$ cat config.mk
export PLATFORM = sky130hd
export DESIGN_NAME = sys_console
export DESIGN_NICKNAME = d
export VERILOG_FILES = /design/src/rtl/sys_console.sv
export SDC_FILE = /design/constraint.sdc
export NUM_CORES = 1
export LEC_CHECK = 0
export BUFFER_PORTS_ARGS = -buffer_cell sky130_fd_sc_hd__buf_2
export CAP_MARGIN = 20
export CORE_ASPECT_RATIO = 0.7
export CORE_MARGIN = 1
export CORE_UTILIZATION = 50
export DETAILED_ROUTE_END_ITERATION = 6
export GPL_TIMING_DRIVEN = 0
export HOLD_SLACK_MARGIN = 0.15
export PLACE_DENSITY = 0.68
export SLEW_MARGIN = 20
export SYNTH_ARGS = -nofsm -noshare
export SYNTH_HDL_FRONTEND = slang
export SYNTH_SLANG_ARGS = --single-unit
$ cat constraint.sdc
create_clock -name clk -period 5.38 [get_ports clk]
set_clock_uncertainty 0.2 [all_clocks]
set_input_delay 0.807 -clock clk [delete_from_list [all_inputs] [get_ports clk]]
set_output_delay 0.807 -clock clk [all_outputs]
set_load 0.005 [all_outputs]
$ cat src/rtl/sys_console.sv
// rtl/sys_console.sv - syscall console: request FIFO feeding a character emitter
//
// Purpose: accepts {code, arg} syscall requests into a DEPTH-entry FIFO and
// turns each into a character stream. Code 1 prints arg as "0x" + 8 lowercase
// hex digits + newline, code 11 prints arg[7:0], code 10 halts, and any other
// code bumps a saturating error counter.
//
// Ports:
//   clk, rst             clock, synchronous active-high reset
//   req_valid/req_ready  request handshake; req_code/req_arg carry the request
//   ch_valid/ch_ready    character handshake; ch_data carries the character
//   halted               halt service completed, block quiescent
//   busy                 FIFO non-empty or state machine not IDLE
//   err_count            saturating count of unsupported service codes
module sys_console #(
  parameter int DEPTH = 4
) (
  input  logic        clk,
  input  logic        rst,
  input  logic        req_valid,
  output logic        req_ready,
  input  logic [31:0] req_code,
  input  logic [31:0] req_arg,
  output logic        ch_valid,
  output logic [7:0]  ch_data,
  input  logic        ch_ready,
  output logic        halted,
  output logic        busy,
  output logic [7:0]  err_count
);

  localparam int AW = $clog2(DEPTH);

  typedef enum logic [1:0] {IDLE, LOAD, EMIT, HALT} state_t;

  state_t      state, state_nx;
  logic [63:0] mem [DEPTH];
  logic [AW:0] wr_ptr, rd_ptr;   // extra MSB separates full from empty
  logic        empty, full, accept, pop, xfer, last_char;
  logic        halt_seen, is_print;
  logic [31:0] code_r, arg_r;
  logic [3:0]  idx;
  logic [3:0]  nib;
  logic [7:0]  hex_char;

  assign empty     = (wr_ptr == rd_ptr);
  assign full      = (wr_ptr[AW] != rd_ptr[AW]) && (wr_ptr[AW-1:0] == rd_ptr[AW-1:0]);
  // Depends on registered state only, so a same-edge pop never frees a slot early.
  assign req_ready = !full && !halt_seen && !halted;
  assign accept    = req_valid && req_ready;
  assign pop       = (state == IDLE) && !empty;
  assign ch_valid  = (state == EMIT);
  assign xfer      = ch_valid && ch_ready;
  assign last_char = is_print ? (idx == 4'd10) : 1'b1;
  assign busy      = !empty || (state != IDLE);

  always_ff @(posedge clk) begin
    if (rst) state <= IDLE;
    else     state <= state_nx;
  end

  always_comb begin
    state_nx = state;
    case (state)
      IDLE: if (!empty) state_nx = LOAD;
      LOAD: begin
        if (code_r == 32'd1 || code_r == 32'd11) state_nx = EMIT;
        else if (code_r == 32'd10)               state_nx = HALT;
        else                                     state_nx = IDLE;
      end
      EMIT: if (xfer && last_char) state_nx = IDLE;
      HALT: state_nx = HALT;
      default: state_nx = IDLE;
    endcase
  end

  // Storage needs no reset: the pointers alone define what is valid.
  always_ff @(posedge clk) begin
    if (accept) mem[wr_ptr[AW-1:0]] <= {req_code, req_arg};
  end

  always_ff @(posedge clk) begin
    if (rst) begin
      wr_ptr    <= '0;
      rd_ptr    <= '0;
      halt_seen <= 1'b0;
      halted    <= 1'b0;
      err_count <= 8'd0;
      code_r    <= 32'd0;
      arg_r     <= 32'd0;
      is_print  <= 1'b0;
      idx       <= 4'd0;
    end else begin
      if (accept) begin
        wr_ptr <= wr_ptr + 1'b1;
        if (req_code == 32'd10) halt_seen <= 1'b1;
      end
      if (pop) begin
        {code_r, arg_r} <= mem[rd_ptr[AW-1:0]];
        rd_ptr          <= rd_ptr + 1'b1;
      end
      if (state == LOAD) begin
        idx      <= 4'd0;
        is_print <= (code_r == 32'd1);
        if (code_r != 32'd1 && code_r != 32'd10 && code_r != 32'd11 && err_count != 8'hFF)
          err_count <= err_count + 8'd1;
      end
      if (xfer) idx <= idx + 4'd1;
      if (state == HALT) halted <= 1'b1;
    end
  end

  // Hex digit for positions 2..9, most significant nibble first.
  always_comb begin
    nib = 4'h0;
    case (idx)
      4'd2: nib = arg_r[31:28];
      4'd3: nib = arg_r[27:24];
      4'd4: nib = arg_r[23:20];
      4'd5: nib = arg_r[19:16];
      4'd6: nib = arg_r[15:12];
      4'd7: nib = arg_r[11:8];
      4'd8: nib = arg_r[7:4];
      4'd9: nib = arg_r[3:0];
      default: nib = 4'h0;
    endcase
    hex_char = (nib < 4'd10) ? (8'h30 + {4'h0, nib}) : (8'h57 + {4'h0, nib});
  end

  always_comb begin
    ch_data = 8'h00;
    if (state == EMIT) begin
      if (!is_print) ch_data = arg_r[7:0];
      else begin
        case (idx)
          4'd0:    ch_data = 8'h30;
          4'd1:    ch_data = 8'h78;
          4'd10:   ch_data = 8'h0A;
          default: ch_data = hex_char;
        endcase
      end
    end
  end

endmodule

==> flow_summary.json <==
{
  "status": "finished clean",
  "cts_buffer_depth": 3,
  "cp_max_fo": 10,
  "synth_edf_count": 256,
  "areaGrowthSynthToFinish_pct": 15.4,
  "io_pins": 88,
  "whs_ns": 0.253,
  "cp-start-kind": "flip-flop",
  "syn_area_sq_mm": 0.0132,
  "grt_antenna_before_repair": 3,
  "r2r_cells": 4,
  "cts_root_buf": "clkbuf_16",
  "critPathRequiredTime_ns": 4.37,
  "hold_path.class": "in -> reg",
  "hold_start": "req_arg[16]",
  "cts_buffers": 30,
  "fillerInstances": 1979,
  "p_per_area_mw_per_mm2": 471,
  "htreeDepth": 1,
  "wl_per_cell_um": 20.0,
  "antenna_left": 0,
  "drive_gt1_share_pct": 24.2,
  "grt_first_pass_wirelength_mm": 42.8,
  "met3WireLength_mm": 1.78,
  "synth_cell_types": 55,
  "finalWirelength_mm": 27.1,
  "end_kind": "output pin",
  "grt.overflow.total": 0,
  "synth-seq-area-share_pct": 71.2,
  "layout.nets": 1055,
  "async_flop_share_pct": 0,
  "r2r-end": "mem[1][21]$_DFFE_PP_",
  "rsz0062_at_grt": "false",
  "peakVddDrop_mv": 0.332,
  "syn_nets": 933,
  "dpl.hpwl_mm": 17.7,
  "wl_met1_mm": 12.5,
  "avgSynthCellArea_sq_um": 15.5,
  "cts_tree": "done",
  "min_to": "mem[2][16]$_DFFE_PP_",
  "first_global_vias": 7721,
  "grt_usage_pct": 20.6,
  "ys_warn_count": 0,
  "critPathKind": "reg -> out",
  "ctsResizeCount": 0,
  "finalWeightedCongestion": 0.900,
  "first_iter_violations": 501,
  "cp.arrival_ns": 3.02,
  "hold_path_depth": 1,
  "drc": 0,
  "relSlewSlack_pct": 52.4,
  "clock_sink_count": 343,
  "core_sq_mm": 0.0258,
  "io_buffers": 86,
  "synthFlopType": "edfxtp_1",
  "setup_violations": 0,
  "max_clock_freq_ghz": 0.248,
  "leakagePower_nw": 5.14,
  "slew_violations": 0,
  "dieHeight_um": 138,
  "viasPerCell": 5.62,
  "syn_inst": 854,
  "cap_violations": 0,
  "finalHoldViolCount": 0,
  "dr_wl_met2_mm": 12.3,
  "tightest_slew_ns": 0.715,
  "top_layer": "met5",
  "clk_pin_slew_ns": 0.06,
  "start_util_pct": 51.3,
  "rrSetupSlack_ns": 2.91,
  "cts_setup_buffers": 0,
  "grt_start_max_net_pins": 42,
  "layout_min_cycle_time_ns": 4.03,
  "layout_setup_ws_ns": 1.35,
  "fin_crit_sh_pct": 74.9,
  "cts_hold_buf": 0,
  "drt_pre_antenna_iters": 5,
  "fin_tns_setup_ns": 0,
  "place_ws_ns": 2.00,
  "die_area_sq_mm": 0.0271,
  "worst_skew_pair.late_latency_ns": 0.57,
  "synth_seq_cells": 343,
  "r2r_start": "wr_ptr[0]$_SDFFE_PP0P_",
  "row_count": 49,
  "via_count": 7631,
  "dieWidth_um": 196
}
## synthesized netlist by cell type, types with 5 or more instances
cell	instances	area [sq um]
buf_2	19	95.1
nand3_1	7	35.0
nor4_1	12	75.1
mux4_2	64	1440
clkbuf_1	23	86.3
nand4_1	7	43.8
inv_1	7	26.3
ha_1	11	138
nor2_1	30	113
nor2b_1	5	31.3
nand2_1	147	552
xnor2_1	8	70.1
a21oi_1	77	385
edfxtp_1	256	7690
dfxtp_1	87	1740
a22oi_1	10	75.1
o21ai_0	14	70.1
## state kept, by name (all words and copies together) (netlist names)
signal	cells
state	2
code_r	32
mem	256
err_count	8
idx	4
wr_ptr	3
halted	1
is_print	1
rd_ptr	3
halt_seen	1
arg_r	32
## cell usage in the layout, fill, tap and decap left out, types with 3 or more instances in the layout
| master | synthesis | routed |
|---|---|---|
| a21oi_1 | 77 | 77 |
| a22o_1 | 3 | 3 |
| a22oi_1 | 10 | 10 |
| a311oi_1 | 3 | 3 |
| a31oi_1 | 4 | 4 |
| a32oi_1 | 3 | 3 |
| and3_4 | 0 | 4 |
| buf_12 | 0 | 3 |
| buf_2 | 19 | 105 |
| clkbuf_1 | 23 | 29 |
| clkbuf_16 | 0 | 34 |
| clkbuf_8 | 0 | 7 |
| clkinv_2 | 0 | 4 |
| dfxtp_1 | 87 | 87 |
| edfxtp_1 | 256 | 256 |
| ha_1 | 11 | 11 |
| inv_1 | 7 | 7 |
| mux4_2 | 64 | 64 |
| nand2_1 | 147 | 147 |
| nand3_1 | 7 | 7 |
| nand4_1 | 7 | 7 |
| nor2_1 | 30 | 30 |
| nor2b_1 | 5 | 5 |
| nor3_1 | 4 | 4 |
| nor4_1 | 12 | 12 |
| nor4_2 | 3 | 3 |
| o21ai_0 | 14 | 14 |
| or3_1 | 4 | 4 |
| xnor2_1 | 8 | 8 |
| xor2_1 | 4 | 4 |
## layout make-up
type	instances	area (sq um)	area share, %
inverter	9	33.8	0.221
tap	357	447	2.93
antenna	2	5.00	0.0328
clock buffer	47	970	6.35
timing repair buffer	90	518	3.39
buffer	47	213	1.39
multi-input combinational	455	3580	23.4
sequential	343	9430	61.7
clock inverter	9	77.6	0.508
## critical path, stage by stage, from the launching register on
cell	delay [ns]
dfxtp_1	0.41
inv_1	0.10
ha_1	0.20
buf_2	0.19
a222oi_1	0.31
a311oi_1	0.19
a21oi_1	0.28
ha_1	0.25
a21oi_1	0.07
a31oi_1	0.19
o21ai_0	0.13
buf_2	0.14
## through the flow
step / instance area [sq um] / utilization [%] / std cells / power [mW]
after floorplan: 13200 / - / 854 / 4.53
after global placement: 14100 / 54.7 / 1297 / 5.00
after detailed placement: 14200 / 55.1 / 1301 / 5.04
after CTS: 15300 / 59.1 / 1357 / 7.26
after global routing: 15300 / 59.1 / 1357 / 7.54
final: 15300 / 59.2 / 1359 / 7.20
## power by group
part | leakage [nW] | switching (mW) | total, mW | internal, mW
combinational | 1.56 | 0.943 | 1.60 | 0.657
sequential | 3.06 | 0.184 | 3.36 | 3.18
clock | 0.513 | 0.946 | 2.23 | 1.29
## layer usage
layer	vias up	GRT usage, %
met3	42	4.29
met2	208	32.4
li1	3517	-
met5	-	0
met1	3862	30.0
met4	2	4.32
## worst max-delay path by stage
stage,start,endpoint,slack (ns),depth (start not counted)
floorplan,wr_ptr[0]$_SDFFE_PP0P_,mem[3][0]$_DFFE_PP_,2.29,3
global placement,wr_ptr[0]$_SDFFE_PP0P_,mem[1][7]$_DFFE_PP_,1.05,3
detailed placement,idx[1]$_SDFFE_PP0P_,ch_data[2],2.00,11
CTS,idx[0]$_SDFFE_PP0P_,ch_data[2],1.39,11
global route,idx[1]$_SDFFE_PP0P_,ch_data[2],1.14,11
finish,idx[1]$_SDFFE_PP0P_,ch_data[2],1.35,11
## cells by family after synthesis
| logic type | count (synthesis) | synth area share [%] |
|---|---|---|
| buffers and inverters | 56 | 1.86 |
| AND/OR/NAND/NOR | 236 | 8.04 |
| AO/OA/AOI/OAI | 130 | 5.98 |
| XOR/XNOR | 12 | 0.794 |
| adder cells (fa/ha/maj) | 11 | 1.04 |
| multiplexers | 66 | 11.0 |
| flip-flops | 343 | 71.2 |
Power figures use the tool's default switching activity.
